File: config.mk
export PLATFORM = sky130hd
export DESIGN_NAME = video_timing_gen
export DESIGN_NICKNAME = d
export VERILOG_FILES = /design/src/rtl/video_timing_gen.sv
export SDC_FILE = /design/constraint.sdc
export NUM_CORES = 1
export LEC_CHECK = 0
export CORE_MARGIN = 1
export CORE_UTILIZATION = 50
export DETAILED_ROUTE_END_ITERATION = 8
export HOLD_SLACK_MARGIN = 0.15
export PLACE_DENSITY = 0.73
export SETUP_SLACK_MARGIN = 0.05
export SLEW_MARGIN = 30
export SYNTH_ARGS = -nofsm -noshare
export SYNTH_HDL_FRONTEND = slang
export SYNTH_SLANG_ARGS = --single-unit
export TNS_END_PERCENT = 1
File: constraint.sdc
create_clock -name clk -period 3.6 [get_ports clk]
set_clock_uncertainty 0.1 [all_clocks]
set_input_delay 0.54 -clock clk [delete_from_list [all_inputs] [get_ports clk]]
set_output_delay 0.54 -clock clk [all_outputs]
set_load 0.02 [all_outputs]
File: src/rtl/video_timing_gen.sv
// video_timing_gen: raster timing generator for the TMDS encoder lanes.
// Produces de/hsync/vsync, active-area x/y and line/frame start pulses,
// all registered one cycle behind the h_cnt/v_cnt raster counters.
// Optional feature macro: VIDEO_TIMING_TEST_PATTERN_EN adds r/g/b outputs
// carrying eight vertical colour bars.
module video_timing_gen #(
    parameter int unsigned H_ACTIVE  = 640,
    parameter int unsigned H_FP      = 16,
    parameter int unsigned H_SYNC    = 96,
    parameter int unsigned H_BP      = 48,
    parameter int unsigned V_ACTIVE  = 480,
    parameter int unsigned V_FP      = 10,
    parameter int unsigned V_SYNC    = 2,
    parameter int unsigned V_BP      = 33,
    parameter bit          HSYNC_POL = 1'b0,
    parameter bit          VSYNC_POL = 1'b0
) (
    input  logic        clk,
    input  logic        reset,
    input  logic        ce,
    output logic        de,
    output logic        hsync,
    output logic        vsync,
    output logic [11:0] x,
    output logic [11:0] y,
    output logic        line_start,
    output logic        frame_start
`ifdef VIDEO_TIMING_TEST_PATTERN_EN
    ,
    output logic [7:0]  r,
    output logic [7:0]  g,
    output logic [7:0]  b
`endif
);

    localparam int unsigned CNT_W   = 12;
    localparam int unsigned EXT_W   = CNT_W + 1;
    localparam int unsigned H_TOTAL = H_ACTIVE + H_FP + H_SYNC + H_BP;
    localparam int unsigned V_TOTAL = V_ACTIVE + V_FP + V_SYNC + V_BP;

    localparam logic [CNT_W-1:0] H_LAST = CNT_W'(H_TOTAL - 1);
    localparam logic [CNT_W-1:0] V_LAST = CNT_W'(V_TOTAL - 1);

    // Comparison bounds carry one extra bit so a 4096 bound stays representable.
    localparam logic [EXT_W-1:0] H_ACT_END = EXT_W'(H_ACTIVE);
    localparam logic [EXT_W-1:0] V_ACT_END = EXT_W'(V_ACTIVE);
    localparam logic [EXT_W-1:0] HS_BEG    = EXT_W'(H_ACTIVE + H_FP);
    localparam logic [EXT_W-1:0] HS_END    = EXT_W'(H_ACTIVE + H_FP + H_SYNC);
    localparam logic [EXT_W-1:0] VS_BEG    = EXT_W'(V_ACTIVE + V_FP);
    localparam logic [EXT_W-1:0] VS_END    = EXT_W'(V_ACTIVE + V_FP + V_SYNC);

    logic [CNT_W-1:0] h_cnt;
    logic [CNT_W-1:0] v_cnt;

    logic [EXT_W-1:0] h_ext_c;
    logic [EXT_W-1:0] v_ext_c;
    logic             h_last_c;
    logic             v_last_c;
    logic             de_c;
    logic             hs_c;
    logic             vs_c;

    assign h_ext_c  = EXT_W'(h_cnt);
    assign v_ext_c  = EXT_W'(v_cnt);
    assign h_last_c = (h_cnt == H_LAST);
    assign v_last_c = (v_cnt == V_LAST);
    assign de_c     = (h_ext_c < H_ACT_END) && (v_ext_c < V_ACT_END);
    assign hs_c     = (h_ext_c >= HS_BEG) && (h_ext_c < HS_END);
    assign vs_c     = (v_ext_c >= VS_BEG) && (v_ext_c < VS_END);

    // Raster counters: h wraps every line, v advances on each h wrap.
    always_ff @(posedge clk or posedge reset) begin
        if (reset) begin
            h_cnt <= '0;
            v_cnt <= '0;
        end else if (ce) begin
            h_cnt <= h_last_c ? '0 : h_cnt + CNT_W'(1);
            if (h_last_c) begin
                v_cnt <= v_last_c ? '0 : v_cnt + CNT_W'(1);
            end
        end
    end

    // Registered strobes and coordinates decoded from the pre-edge counter state.
    always_ff @(posedge clk or posedge reset) begin
        if (reset) begin
            de          <= 1'b0;
            hsync       <= ~HSYNC_POL;
            vsync       <= ~VSYNC_POL;
            x           <= '0;
            y           <= '0;
            line_start  <= 1'b0;
            frame_start <= 1'b0;
        end else if (ce) begin
            de          <= de_c;
            hsync       <= hs_c ? HSYNC_POL : ~HSYNC_POL;
            vsync       <= vs_c ? VSYNC_POL : ~VSYNC_POL;
            x           <= de_c ? h_cnt : '0;
            y           <= de_c ? v_cnt : '0;
            line_start  <= (h_cnt == '0);
            frame_start <= (h_cnt == '0) && (v_cnt == '0);
        end
    end

`ifdef VIDEO_TIMING_TEST_PATTERN_EN
    localparam int unsigned     BAR_W    = H_ACTIVE / 8;
    localparam logic [CNT_W-1:0] BAR_LAST = CNT_W'(BAR_W - 1);

    logic [2:0]       bar_cnt;
    logic [CNT_W-1:0] pix_cnt;
    logic [23:0]      colour_c;

    // Bar tracker follows h_cnt without a divider; the last bar keeps counting
    // so it absorbs any remainder of the active width.
    always_ff @(posedge clk or posedge reset) begin
        if (reset) begin
            bar_cnt <= '0;
            pix_cnt <= '0;
        end else if (ce) begin
            if (h_last_c) begin
                bar_cnt <= '0;
                pix_cnt <= '0;
            end else if ((pix_cnt == BAR_LAST) && (bar_cnt != 3'd7)) begin
                bar_cnt <= bar_cnt + 3'd1;
                pix_cnt <= '0;
            end else begin
                pix_cnt <= pix_cnt + CNT_W'(1);
            end
        end
    end

    // Bar index to RGB colour.
    always_comb begin
        colour_c = 24'h000000;
        case (bar_cnt)
            3'd0:    colour_c = 24'hFFFFFF;
            3'd1:    colour_c = 24'hFFFF00;
            3'd2:    colour_c = 24'h00FFFF;
            3'd3:    colour_c = 24'h00FF00;
            3'd4:    colour_c = 24'hFF00FF;
            3'd5:    colour_c = 24'hFF0000;
            3'd6:    colour_c = 24'h0000FF;
            default: colour_c = 24'h000000;
        endcase
    end

    // Colour outputs registered alongside de/x/y, blanked outside the active area.
    always_ff @(posedge clk or posedge reset) begin
        if (reset) begin
            r <= '0;
            g <= '0;
            b <= '0;
        end else if (ce) begin
            r <= de_c ? colour_c[23:16] : 8'h00;
            g <= de_c ? colour_c[15:8]  : 8'h00;
            b <= de_c ? colour_c[7:0]   : 8'h00;
        end
    end
`endif

endmodule

After elaboration in Yosys (flattened, before gate mapping):

Index checks and enable logic that the tools add are counted.

* register bits: 53
* bits in latches: 0
* bits in writable memories: 0
* memory bits (read-only): 0
* input bits: 3
* output and inout port bits: 29
* logic and storage cells: 32
* memories kept: 0

* add/subtract/negate cells: 2
* $mul: 0
* divide/modulo/power cells: 0
* $lt $le $gt $ge: 6
* eq/ne operators: 2
* shift operators: 0
* mux-type cells: 6
* bitwise logic cells: 0
* reduce and logical (&&, ||, !) cells: 7

Operator list (number)
* two-way mux 12 bit: 4
* adder 12 x 1 -> 12 bit, second input constant: 2
* == test 12 x 10 -> 1 bit, second input constant: 2
* zero test 12 bit: 2
* less-than comparator 12 x 10 -> 1 bit, second input constant: 2
* less-than comparator 12 x 9 -> 1 bit, second input constant: 2
* greater-or-equal comparator 12 x 10 -> 1 bit, second input constant: 1
* greater-or-equal comparator 12 x 9 -> 1 bit, second input constant: 1
* logical AND 1 bit: 4
* two-way mux 1 bit: 2
* AND reduction 2 bit: 1

Depth between registers and ports, before layout:

* word-level depth: 3
* mapped depth: 7

Least setup slack after synthesis:

Ideal clock, no wire load.

* kind: input port to flip-flop
* from: input ce
* to: register y[4]
* library setup time: 0.065 ns
* arrival: 1.666 ns
* data required time: 3.435 ns
* path slack: 1.769 ns
* cell stages on the path: 6
* cells stage by stage: or3b_1 nor4b_2 and2_1 buf_6 buf_12 a22o_2

RTL lines
* from (decl): RTL line 20 `input logic ce,`
* to (signal assigned): RTL line 99 `y <= de_c ? v_cnt : '0;`
* to (decl): RTL line 25 `output logic [11:0] y,`

==> flow_metrics.env <==
export IMPL_layout_commonest_cell="dfrtp_1"
export IMPL_critical_path_buf_inv_count=1
export IMPL_ys_flop_type="dfrtp_1"
export IMPL_cts_buffers_inserted=5
export IMPL_synthesis_area_um2=2442
export IMPL_clk_pin_slew_ps=90
export IMPL_crit_family="simple AND/OR/NAND/NOR gates"
export IMPL_max_slew_worst_pin_slew_ps=653.6
export IMPL_setup_viol=0
export IMPL_coreArea_um2=4723
export IMPL_layout_common_cells="dfrtp_1 (51), clkdlybuf4s50_1 (31), nand3_1 (15), inv_1 (15), nor2_1 (12)"
export IMPL_clock_sinks=53
export IMPL_required_ps=3740
export IMPL_ctsResizeCount=0
export IMPL_fmax_mhz=399.7
export IMPL_timing_rr_start="v_cnt[5]"
export IMPL_endpoint_kind="register"
export IMPL_synthDistinctLibCells=42
export IMPL_synth_fp_nets=232
export IMPL_cp_data_arrival_time_ps=2650
export IMPL_pwr_density_cell_nw_per_um2=429.9
export IMPL_hold_start="de"
export IMPL_ff2ff_setup_slack_ps=1460
export IMPL_r2r_cells=4
export IMPL_wl_per_cell_um=14.37
export IMPL_synthCells=225
export IMPL_route_vias_total=1755
export IMPL_period_share_pct=69.49
export IMPL_dp_hpwl_um=3098
export IMPL_crit_fanout=19
export IMPL_num_rows=25
export IMPL_drt_iter0_drc=106
export IMPL_start_util_pct=51.71
export IMPL_status="finished, final reports clean"
export IMPL_fp_dieH_um=71.89
export IMPL_dr_pass1_iters=6
export IMPL_drive_above_1_share_pct=10.71
export IMPL_critPathSlowestCell="clkdlybuf4s50_1"
export IMPL_boundaryPins=32
export IMPL_crit_type="input pin to register"
export IMPL_synth_warnings=0
export IMPL_fin_setup_tns_ps=0
export IMPL_r2r_end="v_cnt[10]"
export IMPL_clockBufferDepth=2
export IMPL_path_cells="clkdlybuf4s50_1, or3b_1, nor4b_2, and2_1, a22o_2"
export IMPL_cp_start_kind="input pin"
export IMPL_max_slew_margin_pct=56.38
export IMPL_die_w_um=71.89
export IMPL_grt_total_usage_pct=19.41
export IMPL_grt_overflow_total=0
export IMPL_areaGrowthSynthToFinish_pct=18.39
export IMPL_hold_path_depth=1
export IMPL_rsz0062_at_grt="no"
export IMPL_nNetsFinal=258
export IMPL_syn_area_per_cell_um2=10.85
export IMPL_antenna_cells=0
export IMPL_drv_cap=0
export IMPL_slowest_delay_ps=590
export IMPL_finalWirelength_um=4583
export IMPL_first_global_vias=1572
export IMPL_cts_tree="yes"
export IMPL_synthArstFlopShare_pct=100.0
export IMPL_hold_viol_final=0
export IMPL_post_cts_setup_buffers=0
export IMPL_slew_viol_final=0
export IMPL_ant_nets=0
export IMPL_ys_ff_latch=53
export IMPL_peakVddDrop_v=0.0002713
export IMPL_viasPerCell=5.502
export IMPL_cts_hold_buffers=0
export IMPL_place_congestion=0.9128
export IMPL_yosysSeqAreaShare_pct=54.41
export IMPL_antenna_found_initial=0
export IMPL_grt_pass1_wl_um=7686
export IMPL_leakage_nw=1.248
export IMPL_clk_latency_ps=300
export IMPL_stdcell_count=319
export IMPL_drc=0
export IMPL_hold_end="de"
export IMPL_post_route_min_period_ps=2502
export IMPL_place_inst=311
export IMPL_port_buffers=31
export IMPL_clock_root_buffer="clkbuf_8"
export IMPL_dieArea_um2=5168
export IMPL_htree_levels=2
export IMPL_grt_max_degree=54
export IMPL_synth_edf_count=0
export IMPL_min_path_type="register to register"
## cell families (layout without fill, tap and decap cells)
family	count (synthesis)	in the layout	share of synthesized area (%)
compound gates	44	44	13.06
mux	2	2	0.8197
buf+inv	30	57	5.840
xor+xnor	12	12	4.303
fa+ha+maj	4	4	2.049
simple gates	80	80	19.52
flops	53	53	54.41
## registers in the layout, indices dropped and copies added (netlist names)
signal,flops
y,12
de,1
frame_start,1
hsync,1
h_cnt,12
line_start,1
vsync,1
v_cnt,12
x,12
## cell type report
cell class / count / area [um^2]
repair buffers: 33 / 325.3
clock inverters: 2 / 37.54
fillers: 382 / 1832
multi-input cells: 142 / 970.9
clock buffers: 6 / 82.58
inverters: 16 / 62.56
flip-flops and latches: 53 / 1329
well taps: 67 / 83.83
## per-layer routing
metal	global-route usage, %	part of all wire [%]	vias to the layer above
met4	6.318	0.61	0
li1	-	-	855
met1	30.65	52	844
met2	26.62	44	53
met3	4.028	3.7	3
met5	0	0	-
## per-stage QoR
step / power [mW] / utilization, % / area (um^2) / setup slack (ps) / hold WS, ps
3_3_place_gp: 0.8282 / 58.62 / 2769 / 796.4 / 366.1
4_1_cts: 1.250 / 61.22 / 2892 / 1088 / 401.5
5_1_grt: 1.302 / 61.22 / 2892 / 873.7 / 417.2
2_1_floorplan: 0.7911 / - / 2442 / 1677 / 375.4
6_report: 1.243 / 61.22 / 2892 / 1098 / 393.2
3_5_place_dp: 0.8337 / 58.68 / 2771 / 780.3 / 376.9
## synth_stat cells, drive strengths merged (6+ instances only)
master / instances / area, um^2
nand3: 15 / 75.07
xnor2: 10 / 87.58
clkbuf: 8 / 31.28
nand2: 8 / 30.03
nand4: 9 / 56.30
nor2: 12 / 45.04
inv: 16 / 60.06
dfrtp: 51 / 1276
buf: 6 / 51.30
nor2b: 6 / 37.54
o21ai: 8 / 40.04
a21oi: 10 / 50.05
a22o: 19 / 177.7
## report_power, final
| part | internal [mW] | leakage, nW | switching, mW |
|---|---|---|---|
| clock | 0.226 | 0.0574 | 0.191 |
| sequential | 0.632 | 0.681 | 0.0592 |
| combinational | 0.0607 | 0.509 | 0.0750 |
| total | 0.918 | 1.25 | 0.325 |
## how the worst max path moves through the flow
stage,from,end,slack [ps],cells past startpoint
2_1_floorplan,reset,de,1680,1
3_3_place_gp,ce,x[6],800,5
3_5_place_dp,ce,x[9],780,5
4_1_cts,ce,y[2],1090,5
5_1_grt,ce,x[9],870,5
6_report,ce,x[9],1100,5
No activity file was read; power rests on OpenSTA's default activity.
